===== src/rtl/i2s_rx_writer_if.sv =====
// i2s_rx_writer_if: I2S pins, control and audio-RAM write port of the I2S receiver.
interface i2s_rx_writer_if #(
   parameter int LINES  = 8,
   parameter int FRAMES = 32
);
   localparam int CHAN_W  = $clog2(2 * LINES);
   localparam int FRAME_W = $clog2(FRAMES);
   logic                      en_i;
   logic                      sck_i;
   logic                      ws_i;
   logic [LINES-1:0]          sd_i;
   logic                      clr_error_i;
   logic                      we_o;
   logic [FRAME_W+CHAN_W-1:0] waddr_o;
   logic [15:0]               wdata_o;
   logic [FRAME_W-1:0]        frame_o;
   logic                      frame_done_o;
   logic                      error_o;
   modport master (
      output en_i, sck_i, ws_i, sd_i, clr_error_i,
      input  we_o, waddr_o, wdata_o, frame_o, frame_done_o, error_o
   );
   modport slave (
      input  en_i, sck_i, ws_i, sd_i, clr_error_i,
      output we_o, waddr_o, wdata_o, frame_o, frame_done_o, error_o
   );
endinterface


===== src/rtl/i2s_rx_writer.sv =====
// i2s_rx_writer: I2S multi-line receiver bursting each word into audio RAM; define I2S_RX_FRAMING_EN for slot-length checks.
module i2s_rx_writer #(
   parameter int LINES  = 8,
   parameter int FRAMES = 32,
   parameter int SLOT   = 32
) (
   input logic            ck,
   input logic            rst,
   i2s_rx_writer_if.slave bus
);
   localparam int CHAN_W  = $clog2(2 * LINES);
   localparam int FRAME_W = $clog2(FRAMES);
   localparam int LW      = (LINES > 1) ? $clog2(LINES) : 1;
   localparam int CNT_W   = ((SLOT > 16) ? $clog2(SLOT) : 4) + 2;
   typedef enum logic [1:0] {IDLE, WRITE, DONE} state_t;
   state_t                    state_q, state_d;
   logic [2:0]                sck_q;
   logic [1:0]                ws_q;
   logic [LINES-1:0]          sd1_q, sd2_q;
   logic                      ws_prev_q, ws_prev_d;
   logic                      sync_q, sync_d;
   logic [CNT_W-1:0]          bitcnt_q, bitcnt_d;
   logic [15:0]               shift_q [LINES];
   logic [15:0]               shift_d [LINES];
   logic [15:0]               sh_new  [LINES];
   logic [15:0]               hold_q  [LINES];
   logic [15:0]               hold_d  [LINES];
   logic                      lr_q, lr_d;
   logic [LW-1:0]             idx_q, idx_d;
   logic                      we_q, we_d;
   logic [FRAME_W+CHAN_W-1:0] waddr_q, waddr_d;
   logic [15:0]               wdata_q, wdata_d;
   logic [FRAME_W-1:0]        frame_q, frame_d;
   logic                      done_q, done_d;
   logic                      error_q, error_d;
   logic                      sck_rise, wend, take, ovr, frm_err;
   assign sck_rise = sck_q[1] & ~sck_q[2];
   assign wend     = sck_rise & (ws_q[1] != ws_prev_q);
   assign take     = wend & sync_q & (state_q == IDLE);
   assign ovr      = wend & sync_q & (state_q != IDLE);
`ifdef I2S_RX_FRAMING_EN
   assign frm_err  = wend & sync_q & (32'(bitcnt_q) + 32'd1 != 32'(SLOT));
`else
   assign frm_err  = 1'b0;
`endif
   // The bit sampled on a word-end edge still belongs to the old word, so the
   // holding copy takes the freshly shifted value and the shifter restarts empty.
   always_comb begin
      for (int k = 0; k < LINES; k++) begin
         sh_new[k]  = (bitcnt_q < CNT_W'(16)) ? {shift_q[k][14:0], sd2_q[k]} : shift_q[k];
         shift_d[k] = !sck_rise ? shift_q[k] : wend ? 16'h0 : sh_new[k];
         hold_d[k]  = take ? sh_new[k] : hold_q[k];
      end
      bitcnt_d  = !sck_rise ? bitcnt_q : wend ? '0 : (&bitcnt_q) ? bitcnt_q : bitcnt_q + 1'b1;
      ws_prev_d = sck_rise ? ws_q[1] : ws_prev_q;
      sync_d    = bus.en_i & (sync_q | wend);
      lr_d      = take ? ws_prev_q : lr_q;
      error_d   = (ovr | frm_err) ? 1'b1 : bus.clr_error_i ? 1'b0 : error_q;
   end
   always_comb begin
      state_d = state_q;
      idx_d   = idx_q;
      we_d    = 1'b0;
      waddr_d = waddr_q;
      wdata_d = wdata_q;
      done_d  = 1'b0;
      frame_d = frame_q;
      case (state_q)
         IDLE: begin
            state_d = take ? WRITE : IDLE;
            idx_d   = '0;
         end
         WRITE: begin
            we_d    = 1'b1;
            waddr_d = {frame_q, CHAN_W'({idx_q, lr_q})};
            wdata_d = hold_q[idx_q];
            idx_d   = idx_q + 1'b1;
            if (idx_q == LW'(LINES - 1)) state_d = lr_q ? DONE : IDLE;
         end
         DONE: begin
            done_d  = 1'b1;
            frame_d = (frame_q == FRAME_W'(FRAMES - 1)) ? '0 : frame_q + 1'b1;
            state_d = IDLE;
         end
         default: state_d = IDLE;
      endcase
   end
   always_ff @(posedge ck or negedge rst)
      if (!rst) state_q <= IDLE;
      else      state_q <= state_d;
   always_ff @(posedge ck or negedge rst)
      if (!rst) begin
         sck_q     <= '0;
         ws_q      <= '0;
         sd1_q     <= '0;
         sd2_q     <= '0;
         ws_prev_q <= 1'b0;
         sync_q    <= 1'b0;
         bitcnt_q  <= '0;
         shift_q   <= '{default: '0};
         hold_q    <= '{default: '0};
         lr_q      <= 1'b0;
         idx_q     <= '0;
         we_q      <= 1'b0;
         waddr_q   <= '0;
         wdata_q   <= '0;
         frame_q   <= '0;
         done_q    <= 1'b0;
         error_q   <= 1'b0;
      end else begin
         sck_q     <= {sck_q[1:0], bus.sck_i};
         ws_q      <= {ws_q[0], bus.ws_i};
         sd1_q     <= bus.sd_i;
         sd2_q     <= sd1_q;
         ws_prev_q <= ws_prev_d;
         sync_q    <= sync_d;
         bitcnt_q  <= bitcnt_d;
         shift_q   <= shift_d;
         hold_q    <= hold_d;
         lr_q      <= lr_d;
         idx_q     <= idx_d;
         we_q      <= we_d;
         waddr_q   <= waddr_d;
         wdata_q   <= wdata_d;
         frame_q   <= frame_d;
         done_q    <= done_d;
         error_q   <= error_d;
      end
   assign bus.we_o         = we_q;
   assign bus.waddr_o      = waddr_q;
   assign bus.wdata_o      = wdata_q;
   assign bus.frame_o      = frame_q;
   assign bus.frame_done_o = done_q;
   assign bus.error_o      = error_q;
endmodule


===== src/flat_wrapper.sv =====
// flat-port wrapper written by rule: the top's interface ports become plain ports
module i2s_rx_writer_flat 
#(
   parameter int LINES  = 8,
   parameter int FRAMES = 32,
   parameter int SLOT   = 32
)
  (ck, rst, bus_en_i, bus_sck_i, bus_ws_i, bus_sd_i, bus_clr_error_i, bus_we_o, bus_waddr_o, bus_wdata_o, bus_frame_o, bus_frame_done_o, bus_error_o);
  i2s_rx_writer_if #(.LINES(LINES), .FRAMES(FRAMES)) bus_i ();
  input logic ck;
  input logic rst;
  input wire logic [$bits(bus_i.en_i)-1:0] bus_en_i;
  input wire logic [$bits(bus_i.sck_i)-1:0] bus_sck_i;
  input wire logic [$bits(bus_i.ws_i)-1:0] bus_ws_i;
  input wire logic [$bits(bus_i.sd_i)-1:0] bus_sd_i;
  input wire logic [$bits(bus_i.clr_error_i)-1:0] bus_clr_error_i;
  output wire logic [$bits(bus_i.we_o)-1:0] bus_we_o;
  output wire logic [$bits(bus_i.waddr_o)-1:0] bus_waddr_o;
  output wire logic [$bits(bus_i.wdata_o)-1:0] bus_wdata_o;
  output wire logic [$bits(bus_i.frame_o)-1:0] bus_frame_o;
  output wire logic [$bits(bus_i.frame_done_o)-1:0] bus_frame_done_o;
  output wire logic [$bits(bus_i.error_o)-1:0] bus_error_o;
  assign bus_i.en_i = bus_en_i;
  assign bus_i.sck_i = bus_sck_i;
  assign bus_i.ws_i = bus_ws_i;
  assign bus_i.sd_i = bus_sd_i;
  assign bus_i.clr_error_i = bus_clr_error_i;
  assign bus_we_o = bus_i.we_o;
  assign bus_waddr_o = bus_i.waddr_o;
  assign bus_wdata_o = bus_i.wdata_o;
  assign bus_frame_o = bus_i.frame_o;
  assign bus_frame_done_o = bus_i.frame_done_o;
  assign bus_error_o = bus_i.error_o;
  i2s_rx_writer #(.LINES(LINES), .FRAMES(FRAMES), .SLOT(SLOT)) u_core (.ck(ck), .rst(rst), .bus(bus_i));
endmodule

===== config.mk =====
export PLATFORM = sky130hd
export DESIGN_NAME = i2s_rx_writer_flat
export DESIGN_NICKNAME = d
export VERILOG_FILES = /design/src/rtl/i2s_rx_writer_if.sv /design/src/rtl/i2s_rx_writer.sv /design/src/flat_wrapper.sv
export SDC_FILE = /design/constraint.sdc
export NUM_CORES = 1
export LEC_CHECK = 0
export ABC_AREA = 1
export BUFFER_PORTS_ARGS = -buffer_cell sky130_fd_sc_hd__buf_4
export CAP_MARGIN = 20
export CORE_MARGIN = 2
export CORE_UTILIZATION = 56
export DETAILED_ROUTE_END_ITERATION = 10
export PLACE_DENSITY = 0.83
export SLEW_MARGIN = 20
export SYNTH_ARGS = -nofsm -noshare
export SYNTH_HDL_FRONTEND = slang
export SYNTH_SLANG_ARGS = --single-unit
export TNS_END_PERCENT = 10

===== constraint.sdc =====
create_clock -name ck -period 1.4 [get_ports ck]
set_input_delay 0.07 -clock ck [delete_from_list [all_inputs] [get_ports ck]]
set_output_delay 0.07 -clock ck [all_outputs]
set_load 0.005 [all_outputs]

=== Word level (Yosys, flattened, before mapping) ===
Cells that the tools add are included.

* Reduce and logical (&&, ||, !) cells: 6
* Mux-type cells: 31
* Equal/unequal tests: 7
* Add/subtract/negate cells: 3
* Bitwise logic cells: 9
* Order comparisons: 2

{| class="wikitable"
|+ Operator list
! cell !! count
|-
| $mux W16 || 18
|-
| $bmux W16 S3 || 1
|-
| $mux W7 || 2
|-
| $add A7 B1 Y7 const B || 1
|-
| $lt A7 B5 Y1 const B || 1
|-
| $reduce_and A7 Y1 || 1
|-
| $and A1 B1 Y1 || 6
|-
| $pmux W3 S2 || 1
|-
| $reduce_bool A2 Y1 || 3
|-
| $add A5 B1 Y5 const B || 1
|-
| $eq A5 B5 Y1 const B || 1
|-
| $mux W1 || 5
|-
| $mux W5 || 1
|-
| $ge A4 B4 Y1 const B || 1
|-
| $mux W2 || 2
|-
| $ne A2 B1 Y1 const B || 2
|-
| $not A3 Y4 || 1
|-
| $pmux W2 S2 || 1
|-
| $add A3 B1 Y3 const B || 1
|-
| $eq A3 B3 Y1 const B || 1
|-
| $eq A2 B1 Y1 const B || 1
|-
| $eq A2 B2 Y1 const B || 1
|-
| $logic_not A2 Y1 || 1
|-
| $reduce_and A2 Y1 || 1
|-
| 3 further kinds || 3
|}

* Output and inout port bits: 33
* Bits of input ports: 14
* Register bits after elaboration: 325
* Logic and storage cells: 90

=== Depth between registers and ports, before layout ===
* Depth in word-level cells: 7
* Gate-level depth with buffers: 9
* Depth with buffers taken out: 7

=== Worst setup path after synthesis ===
No wires, ideal clock.

* Path type: register to register
* From: register u_core.sck_q[2]
* To: register u_core.hold_q[67] in the netlist's numbering
* Data required time: 1283 ps
* Cell stages (with the launch flop): 9
* Buffers on the path: 2
* Clock period less this slack: 1422 ps
* Setup time: 117 ps
* Arrival: 1305 ps
* Setup slack: -22 ps
* Cells stage by stage: dfrtp_1 -> nor2_4 -> nand3_4 -> nor2_4 -> nand2_2 -> buf_6 -> buf_2 -> nand2_1 -> nand2_1

* Longest elaborated chain between the ends: 5

{| class="wikitable"
|+ Ends and longest elaborated chain
! element !! RTL line !! text
|-
| start, declared || i2s_rx_writer.sv:17 || <nowiki>logic [2:0] sck_q;</nowiki>
|-
| start signal, assigned || i2s_rx_writer.sv:111 || <nowiki>sck_q <= {sck_q[1:0], bus.sck_i};</nowiki>
|-
| $not A1 Y1 || i2s_rx_writer.sv:37 || <nowiki>assign sck_rise = sck_q[1] & ~sck_q[2];</nowiki>
|-
| $and A1 B1 Y1 || i2s_rx_writer.sv:37 ||
|-
| $and A1 B1 Y1 || i2s_rx_writer.sv:38 || <nowiki>assign wend = sck_rise & (ws_q[1] != ws_prev_q);</nowiki>
|-
| $and A1 B1 Y1 (2 in a row) || i2s_rx_writer.sv:39 || <nowiki>assign take = wend & sync_q & (state_q == IDLE);</nowiki>
|-
| end signal, assigned || i2s_rx_writer.sv:119 || <nowiki>hold_q <= hold_d;</nowiki>
|-
| end, declared || i2s_rx_writer.sv:26 || <nowiki>logic [15:0] hold_q [LINES];</nowiki>
|}

No other way between the ends.
A chain may end at the register's enable or synchronous reset.

=== Worst setup path in the final report ===
* From: register u_core.sck_q[2]
* To: register u_core.hold_q[49] in the netlist's numbering

The elaborated chain is that of the path after synthesis.

==> results.toml <==
[outcome]
status = "complete, but fails checks"
violated_checks = "negative setup slack"

[floorplan]
die_w_um = 168
io_pins = 47
dieArea_um2 = 28100
die_height_um = 168
floorplan.core_area_um2 = 26200
initial_utilization_pct = 57.2
row_cnt = 59

[sta]
finalClockSkew_ns = 0.0320
fmax_mhz = 627
worst_pin_slew_ns = 0.491
final_clock_period_utilization_by_the_worst_path_pct = 114
worst_slack_ns = -0.195
finalSetupViolCount = 274
timing.max_slew.rel_slack_pct = 67.3
final-max-slew-violation-count = 0
endpoints_failing_hold = 0
final.setup.tns_ns = -24.10
grt_setup_unrepaired = "true"
period_needed_ns = 1.59

[place]
gp_congestion = 0.810
port_buffers = 46
hpwl_um = 23800
place_inst = 2220

[critical_path]
critical_path.max_fanout = 13
worst_case_register_to_register_setup_slack_ns = -0.19
critical_path_class = "reg2reg"
critical_path.startpoint_type = "flip-flop"
arrival_ns = 1.99
cp.required_ns = 1.79
critPathCaptureType = "flip-flop"

[grt]
grt_util_all_layers_pct = 27.5
number_of_antenna_violations_at_the_first_check_in_global_routing = 0
grt_start_max_net_pins = 66
global_route.overflow_total = 0
first_global_vias = 13100
grt_first_pass_wirelength_um = 63800

[pwr]
max-vdd-ir-drop_v = 0.000964
power_density_nw_per_um2 = 1570
design_power_total_w = 0.0288
reported_leakage_power_nw = 8.86

[yosys]
average_size_of_a_mapped_cell_um2 = 7.94
synth_warn = 0
syn_nets = 1908
synth.ff_latch_count = 325
synth.distinct_cells = 25
synth.yosys.seq_area_share_pct = 54.2
instance_count_of_the_mapped_netlist = 1889
post_synth_instance_area_um2 = 15000

[drt]
detailroute.via_count = 13800
antenna_left = 0
drc_errors = 0
postRouteWirelength_um = 43300
post_drt_via_cell_ratio = 5.94
routed_wire_length_per_instance_um = 18.7
detailedRoute.firstIterationViolations = 1674
dr.pass1.iters = 9

[clock_tree]
tritoncts.num_buffers = 35
clk-insertion-delay-late_ns = 0.53
clockRootBuffer = "sky130_fd_sc_hd__clkbuf_16"
clk_pin_slew_worst_setup_hold_paths_ns = 0.06
clkSinkCount = 325
cts.path.max_buffers = 3
tritoncts = "done"
htree_levels = 2

[cells_and_area]
finalNetCount = 1981
antenna_cells = 0
fin_util_pct = 69.8
final_cell_count_no_fill = 2322
area_delta_synth_final_pct = 22.0
final_layout_size_suffix_gt1_share_pct = 14.6

[run]
timing.max_cap.violations = 0

[min_path]
hold_class = "in2async"
## repair_timing
item	CTS	global route
hold buffers	13	0
buffers inserted	0	5
endpoints found under the hold margin	337	0
pin swaps	0	26
gates cloned	0	22
gates resized for setup	9	95
setup endpoints to repair	236	286
## cell families after synthesis
family,Yosys count,share of synthesized area [%]
AND/OR/NAND/NOR,996,27.0
flip-flops,325,54.2
AO/OA/AOI/OAI,295,10.2
buffers and inverters,268,8.12
adder cells (fa/ha/maj),5,0.417
## cell usage after synthesis (all sizes together)
library cell | count | area [um^2]
nand2 | 694 | 2610
dfrtp | 325 | 8130
o21ai | 291 | 1500
nand3 | 216 | 1090
inv | 144 | 541
nor2 | 82 | 330
buf | 74 | 489
clkbuf | 49 | 184
ha | 5 | 62.6
nor3 | 2 | 10.0
o21bai | 2 | 15.0
a21boi | 1 | 7.51
a21oi | 1 | 5.00
clkinv | 1 | 3.75
nand4 | 1 | 6.26
or2 | 1 | 6.26
## cell type report
type / instances / area [um^2]
clock buffers: 48 / 1020
clock inverters: 14 / 198
fillers: 1783 / 7920
inverters: 145 / 549
multi-input cells: 1298 / 5960
flip-flops and latches: 325 / 8140
well taps: 335 / 419
repair buffers: 157 / 2010
## stage by stage
step,area (um^2),worst slack [ns],hold WS [ns]
after CTS,17400,-0.0867,0.0295
after global placement,16100,-0.0127,-0.0329
after detailed placement,16100,-0.0779,-0.0315
after global routing,18300,-0.271,0.0461
final,18300,-0.195,0.0358
after floorplan,15000,-0.0106,-0.226
## worst max-delay path, stage by stage (launching register included)
cell and delay [ns]:
sky130_fd_sc_hd__dfrtp_1 0.40, sky130_fd_sc_hd__nor2_4 0.16, sky130_fd_sc_hd__nand3_4 0.11, sky130_fd_sc_hd__nor2_4 0.14
sky130_fd_sc_hd__buf_12 0.18, sky130_fd_sc_hd__nand2_4 0.14, sky130_fd_sc_hd__buf_12 0.18, sky130_fd_sc_hd__nand2_1 0.09
sky130_fd_sc_hd__nand2_1 0.08
## sequential cells by signal, indices dropped and copies added, names as in the netlist
name                     flops
u_core.sck_q                 3
u_core.hold_q              128
u_core.bus.error_o           1
u_core.sync_q                1
u_core.state_q               2
u_core.lr_q                  1
u_core.bus.we_o              1
u_core.bus.waddr_o           9
u_core.bitcnt_q              7
u_core.sd1_q                 8
u_core.sd2_q                 8
u_core.bus.frame_done_o      1
u_core.ws_prev_q             1
u_core.bus.wdata_o          16
u_core.idx_q                 3
u_core.ws_q                  2
u_core.shift_q             128
u_core.bus.frame_o           5
## power breakdown
| group | switching, W | internal (W) | leakage [nW] |
|---|---|---|---|
| clock network | 0.00385 | 0.00601 | 0.601 |
| logic | 0.00485 | 0.00274 | 3.86 |
| registers | 0.000837 | 0.0105 | 4.39 |
## cells in the final DEF, fill, tap and decap left out, types with 5 or more instances in the layout
master	Yosys	routed
sky130_fd_sc_hd__nand2_1	692	650
sky130_fd_sc_hd__dfrtp_1	325	323
sky130_fd_sc_hd__nand3_1	215	203
sky130_fd_sc_hd__o21ai_1	169	171
sky130_fd_sc_hd__inv_1	140	140
sky130_fd_sc_hd__o21ai_0	110	102
sky130_fd_sc_hd__buf_4	18	81
sky130_fd_sc_hd__nor2_1	79	77
sky130_fd_sc_hd__clkbuf_16	0	51
sky130_fd_sc_hd__buf_12	0	37
sky130_fd_sc_hd__nand2_2	2	32
sky130_fd_sc_hd__o21ai_2	12	18
sky130_fd_sc_hd__dlygate4sd3_1	0	13
sky130_fd_sc_hd__nand2_4	0	11
sky130_fd_sc_hd__nand3_2	0	11
sky130_fd_sc_hd__clkinv_2	0	8
sky130_fd_sc_hd__buf_6	13	7
sky130_fd_sc_hd__clkbuf_1	49	6
sky130_fd_sc_hd__bufinv_16	0	5
sky130_fd_sc_hd__clkbuf_8	0	5
## final timing paths
kind | startpoint | cells past startpoint | end
worst max-delay path | u_core.sck_q[2] | 8 | u_core.hold_q[49]
worst min-delay path | rst | 2 | u_core.sck_q[1]
worst max register to register | u_core.sck_q[2] | 8 | u_core.hold_q[49]
worst min register to register | u_core.sd1_q[4] | 0 | u_core.sd2_q[4]
max in group asynchronous | rst | 3 | u_core.shift_q[120]
min in group ck | bus_sd_i[1] | 2 | u_core.sd1_q[1]
## routing by layer
layer,up-vias,wire length [um],global-route usage (%)
met5,-,0,0
met4,0,2220,9.34
met3,204,3970,4.23
met2,780,20700,46.8
met1,6657,16400,36.3
li1,6156,-,-
Power figures use the tool's default switching activity.
